===== src/rtl/jt10_wrseq.sv =====
`timescale 1ns/1ps
// jt10_wrseq -- register-write sequencer for a YM2610-style chip bus.
//
// Commands {bank, reg, val} are queued in a small FIFO. Each command is
// played out on the chip bus as follows:
//   1. Poll the busy flag.
//   2. Strobe the register number onto the address port.
//   3. Leave a one-cycle gap.
//   4. Strobe the value onto the data port.
// The sequencer advances only on cen edges. The FIFO accepts pushes on
// every clk edge.
//
// Ports
//   clk, rst_n      clock, asynchronous active-low reset
//   cen             clock enable for the sequencer
//   cmd_valid/ready command handshake (ready = FIFO not full)
//   cmd_bank        0 -> ports 0/1, 1 -> ports 2/3
//   cmd_reg/val     register number and value
//   addr/din/cs_n/wr_n  registered chip bus
//   dout            chip status, bit 7 = busy
//   idle            sequencer idle and FIFO empty
//   timeout         one-clk pulse when a busy wait gave up
module jt10_wrseq #(
  parameter int FIFO_AW = 2,
  parameter int TIMEOUT = 1023
) (
  input  logic       clk,
  input  logic       rst_n,
  input  logic       cen,
  input  logic       cmd_valid,
  output logic       cmd_ready,
  input  logic       cmd_bank,
  input  logic [7:0] cmd_reg,
  input  logic [7:0] cmd_val,
  output logic [1:0] addr,
  output logic [7:0] din,
  output logic       cs_n,
  output logic       wr_n,
  input  logic [7:0] dout,
  output logic       idle,
  output logic       timeout
);

  localparam int DEPTH = 1 << FIFO_AW;
  localparam int CW    = (TIMEOUT < 2) ? 1 : $clog2(TIMEOUT + 1);
  localparam logic [FIFO_AW:0] FULL_CNT  = (FIFO_AW + 1)'(DEPTH);
  // Value of the wait counter at which one more busy sample expires the wait
  localparam logic [CW-1:0]    WAIT_LAST = CW'(TIMEOUT - 1);

  typedef enum logic [2:0] {
    S_IDLE,
    S_POLL,
    S_ADDR_WR,
    S_GAP,
    S_DATA_WR,
    S_END
  } state_t;

  state_t             state, state_nxt;
  logic [16:0]        mem [DEPTH];
  logic [FIFO_AW-1:0] wr_ptr, rd_ptr;
  logic [FIFO_AW:0]   count;
  logic [16:0]        head;
  logic               cur_bank;
  logic [7:0]         cur_reg, cur_val;
  logic [CW-1:0]      wcnt;
  logic               rdy_en;
  logic               push, pop, pop_req, expire, busy, sel_bank;
  logic               cs_nxt, wr_nxt;
  logic [1:0]         addr_nxt;
  logic [7:0]         din_nxt;
  logic               unused_dout;

  assign busy        = dout[7];
  assign unused_dout = ^dout[6:0];
  assign head        = mem[rd_ptr];
  // rdy_en keeps cmd_ready low through reset and until the first clk after it
  assign cmd_ready   = rdy_en & (count != FULL_CNT);
  assign idle        = (state == S_IDLE) & (count == '0);
  assign push        = cmd_valid & cmd_ready;
  assign pop         = cen & pop_req;
  // On entry to POLL the bank comes straight from the FIFO head being popped
  assign sel_bank    = pop_req ? head[16] : cur_bank;

  always_comb begin
    state_nxt = state;
    pop_req   = 1'b0;
    expire    = 1'b0;
    case (state)
      S_IDLE, S_END: begin
        if (count != '0) begin
          pop_req   = 1'b1;
          state_nxt = S_POLL;
        end else begin
          state_nxt = S_IDLE;
        end
      end
      S_POLL: begin
        if (!busy) begin
          state_nxt = S_ADDR_WR;
        end else if (wcnt == WAIT_LAST) begin
          expire    = 1'b1;
          state_nxt = S_ADDR_WR;
        end
      end
      S_ADDR_WR: state_nxt = S_GAP;
      S_GAP:     state_nxt = S_DATA_WR;
      S_DATA_WR: state_nxt = S_END;
      default:   state_nxt = S_IDLE;
    endcase

    // Bus values for the state being entered; GAP keeps addr/din unchanged
    cs_nxt   = 1'b1;
    wr_nxt   = 1'b1;
    addr_nxt = 2'd0;
    din_nxt  = 8'd0;
    case (state_nxt)
      S_POLL: begin
        cs_nxt   = 1'b0;
        addr_nxt = {sel_bank, 1'b0};
      end
      S_ADDR_WR: begin
        cs_nxt   = 1'b0;
        wr_nxt   = 1'b0;
        addr_nxt = {cur_bank, 1'b0};
        din_nxt  = cur_reg;
      end
      S_GAP: begin
        addr_nxt = addr;
        din_nxt  = din;
      end
      S_DATA_WR: begin
        cs_nxt   = 1'b0;
        wr_nxt   = 1'b0;
        addr_nxt = {cur_bank, 1'b1};
        din_nxt  = cur_val;
      end
      default: ;
    endcase
  end

  // ---- stage: command FIFO (push on any clk, pop on cen) ----
  always_ff @(posedge clk) begin
    if (push) mem[wr_ptr] <= {cmd_bank, cmd_reg, cmd_val};
    if (pop) begin
      cur_bank <= head[16];
      cur_reg  <= head[15:8];
      cur_val  <= head[7:0];
    end
  end

  always_ff @(posedge clk or negedge rst_n) begin
    if (!rst_n) begin
      wr_ptr <= '0;
      rd_ptr <= '0;
      count  <= '0;
      rdy_en <= 1'b0;
    end else begin
      rdy_en <= 1'b1;
      if (push) wr_ptr <= wr_ptr + 1'b1;
      if (pop)  rd_ptr <= rd_ptr + 1'b1;
      if (push && !pop)      count <= count + 1'b1;
      else if (pop && !push) count <= count - 1'b1;
    end
  end

  // ---- stage: sequencer state, wait counter and registered bus ----
  always_ff @(posedge clk or negedge rst_n) begin
    if (!rst_n) begin
      state   <= S_IDLE;
      wcnt    <= '0;
      cs_n    <= 1'b1;
      wr_n    <= 1'b1;
      addr    <= 2'd0;
      din     <= 8'd0;
      timeout <= 1'b0;
    end else begin
      // Not gated by cen so the pulse is always exactly one clk wide
      timeout <= cen & expire;
      if (cen) begin
        state <= state_nxt;
        // Counts busy samples while staying in POLL; zero everywhere else
        wcnt  <= (state == S_POLL && state_nxt == S_POLL) ? wcnt + 1'b1 : '0;
        cs_n  <= cs_nxt;
        wr_n  <= wr_nxt;
        addr  <= addr_nxt;
        din   <= din_nxt;
      end
    end
  end

endmodule


===== config.mk =====
export PLATFORM = sky130hd
export DESIGN_NAME = jt10_wrseq
export DESIGN_NICKNAME = d
export VERILOG_FILES = /design/src/rtl/jt10_wrseq.sv
export SDC_FILE = /design/constraint.sdc
export NUM_CORES = 1
export LEC_CHECK = 0
export CAP_MARGIN = 0
export CORE_AREA = 2 2 115 95
export CTS_CLUSTER_DIAMETER = 80
export DETAILED_ROUTE_END_ITERATION = 7
export DIE_AREA = 0 0 117 97
export GPL_TIMING_DRIVEN = 0
export PLACE_DENSITY = 0.76
export SYNTH_ARGS = -nofsm -noshare
export SYNTH_HDL_FRONTEND = slang
export SYNTH_SLANG_ARGS = --single-unit

===== constraint.sdc =====
create_clock -name clk -period 4.42 [get_ports clk]
set_input_delay 0.663 -clock clk [delete_from_list [all_inputs] [get_ports clk]]
set_output_delay 0.663 -clock clk [all_outputs]
set_load 0.01 [all_outputs]

; Word level (Yosys, flattened, before mapping)
; Memories as Yosys holds them, arrays and structs flattened.
; Cells that the tools add are included.
[totals]
regBits = 51
ram_bits = 68
in_bits = 29
output_inout_bits = 15
mem_count = 1
[mem_list]
columns = name, depth, width, rd, rd_ports_with_merged_regs, write_ports, line
row1 = mem, 4, 17, 1, 0, 1, 60  ; logic [16:0] mem [DEPTH];
[classes]
n_addsub = 5
eq_ne = 11
n_mux = 19
n_bitwise = 6
n_reduce_logical = 13
[ops]
columns = operator, n
row1 = one-hot mux 8 bit (3 select lines), 1
row2 = one-hot mux 3 bit (5 select lines), 1
row3 = == test 3 x 2 -> 1 bit (second input constant), 4
row4 = two-way mux 3 bit, 4
row5 = two-way mux 1 bit, 11
row6 = adder 10 x 1 -> 10 bit (second input constant), 1
row7 = == test 10 bit (second input constant), 1
row8 = two-way mux 10 bit, 1
row9 = == test 3 bit (second input constant), 3
row10 = one-hot mux 2 bit (4 select lines), 1
row11 = == test 3 x 1 -> 1 bit (second input constant), 2
row12 = zero test 3 bit, 2
row13 = bitwise AND 1 bit, 5
row14 = adder 2 x 1 -> 2 bit (second input constant), 2
row15 = OR reduction 2 bit, 2
row16 = adder 3 x 1 -> 3 bit (second input constant), 1
row17 = logical AND 1 bit, 3
row18 = inequality test 3 bit (second input constant), 1
row19 = nonzero test 3 bit, 1
row20 = OR reduction 3 bit, 1
row21 = subtractor 3 x 1 -> 3 bit (second input constant), 1
row22 = zero test 1 bit, 2
row23 = AND reduction 2 bit, 1
row24 = nonzero test 2 bit, 1
row25 = inverter 1 bit, 1

; Depth between registers and ports, before layout
[depth]
ltp_word = 7
ltp_mapped = 11
ltp_nobuf = 9

; Worst setup path after synthesis
; Ideal clock, no wire load.
[synth_timing]
path_type = input to register
from = input port cen
to = register count[2]
setup_time_ps = 80
t_arrival_ps = 2310
path_slack_ps = 2030
path_stages = 11
path_buffers = 2
path_cell_list = buf_2 > and2b_2 > and3_4 > buf_6 > inv_1 > ha_1 > inv_1 > fa_1 > xor2_1 > nor2_1 > xnor2_1
[synth_between]
elab_chain_len = 4
[synth_lines]
columns = element, line
row1 = "start, declared", 29  ; input logic cen,
row2 = bitwise AND 1 bit *, 81  ; assign pop = cen & pop_req;
row3 = net pop, 68  ; logic push, pop, pop_req, expire, busy, sel_bank;
row4 = zero test 1 bit, 162  ; if (push && !pop) count <= count + 1'b1;
row5 = logical AND 1 bit, 162
row6 = two-way mux 3 bit or nonzero test 2 bit (tied branches), n/a
row7 = "end signal, assigned", 162
row8 = "end signal, assigned", 163  ; else if (pop && !push) count <= count - 1'b1;
row9 = "end, declared", 62  ; logic [FIFO_AW:0] count;
; The timed path passes the listed nets; every way through them passes the cells marked *.
; A chain may end at the register's enable or synchronous reset.

; Worst setup path in the final report
[layout_timing]
from = register count[1]
to = output port idle
[layout_between]
elab_chain_len = 2
[layout_lines]
columns = element, line
row1 = zero test 3 bit, 79  ; assign idle = (state == S_IDLE) & (count == '0);
row2 = bitwise AND 1 bit, 79
row3 = "end, declared", 40  ; output logic idle,
; No other way between the ends.

==> impl_metrics.env <==
export IMPL_status="finished clean"
export IMPL_cts_setup_buffers=0
export IMPL_synth_fa_ha_area_frac=0.02202
export IMPL_synth_most_common_cell="edfxtp_1"
export IMPL_clock_fmax_mhz=347.2
export IMPL_crit_arrival_ns=2.22
export IMPL_synth_commonest_cells="edfxtp_1, dfrtp_1, nand2_1, mux4_2, nand4_1"
export IMPL_fin_skew_ns=0.009396
export IMPL_slew_viol_final=0
export IMPL_synthMuxAreaShare=0.08372
export IMPL_yosysTopAreaCellShare=0.5223
export IMPL_top_regs="mem (68), wcnt (10)"
export IMPL_hpwlAfterDp_um=5891
export IMPL_portBuffers=35
export IMPL_yosys_warnings=0
export IMPL_insertion_delay_ns=0.42
export IMPL_boundaryPins=44
export IMPL_path_cells="or3_4 -> nor4_1 -> clkdlybuf4s50_1"
export IMPL_fin_total_pwr_mw=3.976
export IMPL_crit_start="count[1]"
export IMPL_final_nets=394
export IMPL_ff_latch_area_um2=3406
export IMPL_synth_simple_area_share=0.07988
export IMPL_drt_iter0_drc=148
export IMPL_finalSetupTns_ns=0
export IMPL_rr_endpoint="count[2]"
export IMPL_grt_pass1_wl_um=15530
export IMPL_postSynth_asyncResetShare=0.2857
export IMPL_die_area_um2=11350
export IMPL_reg2reg_depth=10
export IMPL_period_minus_slack_ns=2.880
export IMPL_syn_area_per_cell_um2=16.13
export IMPL_start_util=0.4831
export IMPL_dpl_worst_slack_ns=1.791
export IMPL_worst_pin_slew_ns=1.008
export IMPL_die_h_um=97
export IMPL_synth_top_family_by_area="multiplexers"
export IMPL_area_growth_pct=23.02
export IMPL_cts_made_buffers=17
export IMPL_antenna_found_initial=0
export IMPL_worstSetupEndpointType="primary output"
export IMPL_grt_max_degree=35
export IMPL_clkTransAtPathRegs_ns=0.05
export IMPL_globalplace_congestion=0.7937
export IMPL_ys_seq_elements=119
export IMPL_largest_reg_flops=68
export IMPL_cpLargestDelayFamily="simple AND/OR/NAND/NOR gates"
export IMPL_final_instance_count_excl_fill=510
export IMPL_synthCells=303
export IMPL_synth_largest_area_cell="edfxtp_1"
export IMPL_ant_nets=0
export IMPL_cts_resized=0
export IMPL_crit_path_start_kind="register"
export IMPL_core_area_um2=10120
export IMPL_ys_seq_area_frac=0.6969
export IMPL_dr_total_vias=2869
export IMPL_hold_class="in2async"
export IMPL_placed_cells=478
export IMPL_htree_levels=4
export IMPL_cts_hold_buffers=0
export IMPL_multi_input_area_um2=1318
export IMPL_path_class="reg2out"
export IMPL_syn_area_um2=4887
export IMPL_rows=33
export IMPL_overflow=0
export IMPL_fin_ws_ns=1.540
export IMPL_synth_ff_type="edfxtp_1"
export IMPL_crit_buf_inv=1
export IMPL_drive_above_1_share=0.2000
export IMPL_syn_nets=340
export IMPL_synth_compound_area_frac=0.06887
export IMPL_grtUsageTotal=0.1871
export IMPL_synth_cell_types=53
export IMPL_power_density_nw_per_um2=661.3
export IMPL_clockBufferDepth=2
export IMPL_vdd_drop_max_v=0.0003362
export IMPL_hold_viol=0
export IMPL_cts_root_buf="clkbuf_16"
export IMPL_tritoncts="done"
export IMPL_synth_edf_count=85
export IMPL_worstReg2RegStart="count[1]"
export IMPL_max_cap_viol_count=0
export IMPL_path_depth=3
export IMPL_avgRoutedWirePerCell_um=18.78
export IMPL_route_detailed_drc=0
export IMPL_grt_pass1_vias=3068
export IMPL_grt_setup_unrepaired="no"
export IMPL_critPathMaxFanout=6
export IMPL_slowest_delay_ns=0.61
export IMPL_regMostFlops="mem"
export IMPL_cp_required_ns=3.76
export IMPL_avgViaCountPerCell=5.625
export IMPL_p_leak_nw=2.138
export IMPL_slowest_stage="clkdlybuf4s50_1"
export IMPL_dr_pass1_iters=5
export IMPL_finalSetupViolations=0
export IMPL_yosys_top_cells_area="edfxtp_1, dfrtp_1, mux4_2, nand4_1, ha_1"
export IMPL_rrSetupSlack_ns=2.06
export IMPL_slew_limit_headroom=0.3282
export IMPL_min_period_over_period=0.6516
export IMPL_cts_sinks=119
export IMPL_cp_endpoint="idle"
export IMPL_diodes=0
export IMPL_fill_cells=777
export IMPL_drt_total_wl_um=9577
export IMPL_die_width_um=117
export IMPL_synth_xor_area_share=0.01434
## area by class of cell
type	instances	area share
Timing Repair Buffer	35	0.05744
Sequential cell	119	0.5665
Inverter	13	0.008117
Tap cell	140	0.02914
Multi-Input combinational cell	152	0.2191
Clock buffer	19	0.07201
Buffer	19	0.01915
Clock inverter	13	0.02851
## worst register-to-register path: stages, from the launching register on
cell	delay [ns]
dfrtp_1	0.44
or3_4	0.45
and3_4	0.17
buf_6	0.17
inv_1	0.07
ha_1	0.16
inv_1	0.06
fa_1	0.37
xor2_1	0.15
nor2_1	0.11
xnor2_1	0.13
## kinds of logic (layout without fill, tap and decap cells)
family / Yosys count / after routing
DFF: 119 / 119
and+or+nand+nor: 67 / 67
AOI/OAI and AO/OA: 49 / 49
buffers and inverters: 32 / 99
muxes: 19 / 19
adders and majority gates: 8 / 8
xor gates and xnor gates: 8 / 8
other: 1 / 1
## cells in the final DEF (no fill, tap or decap), types with 3 or more instances in the layout
cell,count
edfxtp_1,85
clkdlybuf4s50_1,34
dfrtp_1,32
nand2_1,22
clkbuf_16,17
mux4_2,16
nand4_1,16
o21ai_0,15
inv_1,13
buf_2,9
o211ai_1,8
ha_1,7
buf_4,5
xnor2_1,5
clkbuf_1,5
a22oi_1,5
and2_1,4
or3_1,4
clkinv_4,4
o31ai_1,3
xor2_1,3
a21oi_1,3
nor2_1,3
bufinv_16,3
## routing by layer
layer	GRT usage	share of wire	vias up
met4	0.07873	0.011	0
met1	0.2323	0.42	1467
met5	0	0	-
li1	-	-	1301
met3	0.06203	0.055	11
met2	0.2997	0.51	90
## report_power, final
part	switching (mW)	total [mW]	internal, mW	leakage, nW
Sequential	0.126	1.61	1.48	1.21
Combinational	0.498	0.976	0.478	0.634
Clock	0.498	1.39	0.893	0.294
Total	1.12	3.98	2.85	2.14
## stage by stage
step                      hold WS, ns  utilization  cell area [um2]
after floorplan                0.3674            -             4887
after global placement         0.4891       0.5351             5413
after detailed placement       0.4871       0.5346             5408
after CTS                      0.3568       0.5943             6012
after global routing           0.4018       0.5943             6012
final                          0.3265       0.5943             6012
## worst min-delay path by stage
stage / cells past startpoint / to / slack [ns] / startpoint
finish: 1 / wcnt[2] / 0.33 / rst_n
global route: 1 / wcnt[6] / 0.40 / rst_n
CTS: 1 / din[3] / 0.36 / rst_n
detailed placement: 2 / cs_n / 0.49 / cs_n
global placement: 2 / din[1] / 0.49 / cur_val[1]
floorplan: 0 / addr[0] / 0.37 / rst_n
Note: power is estimated with default switching activity, not from simulation.
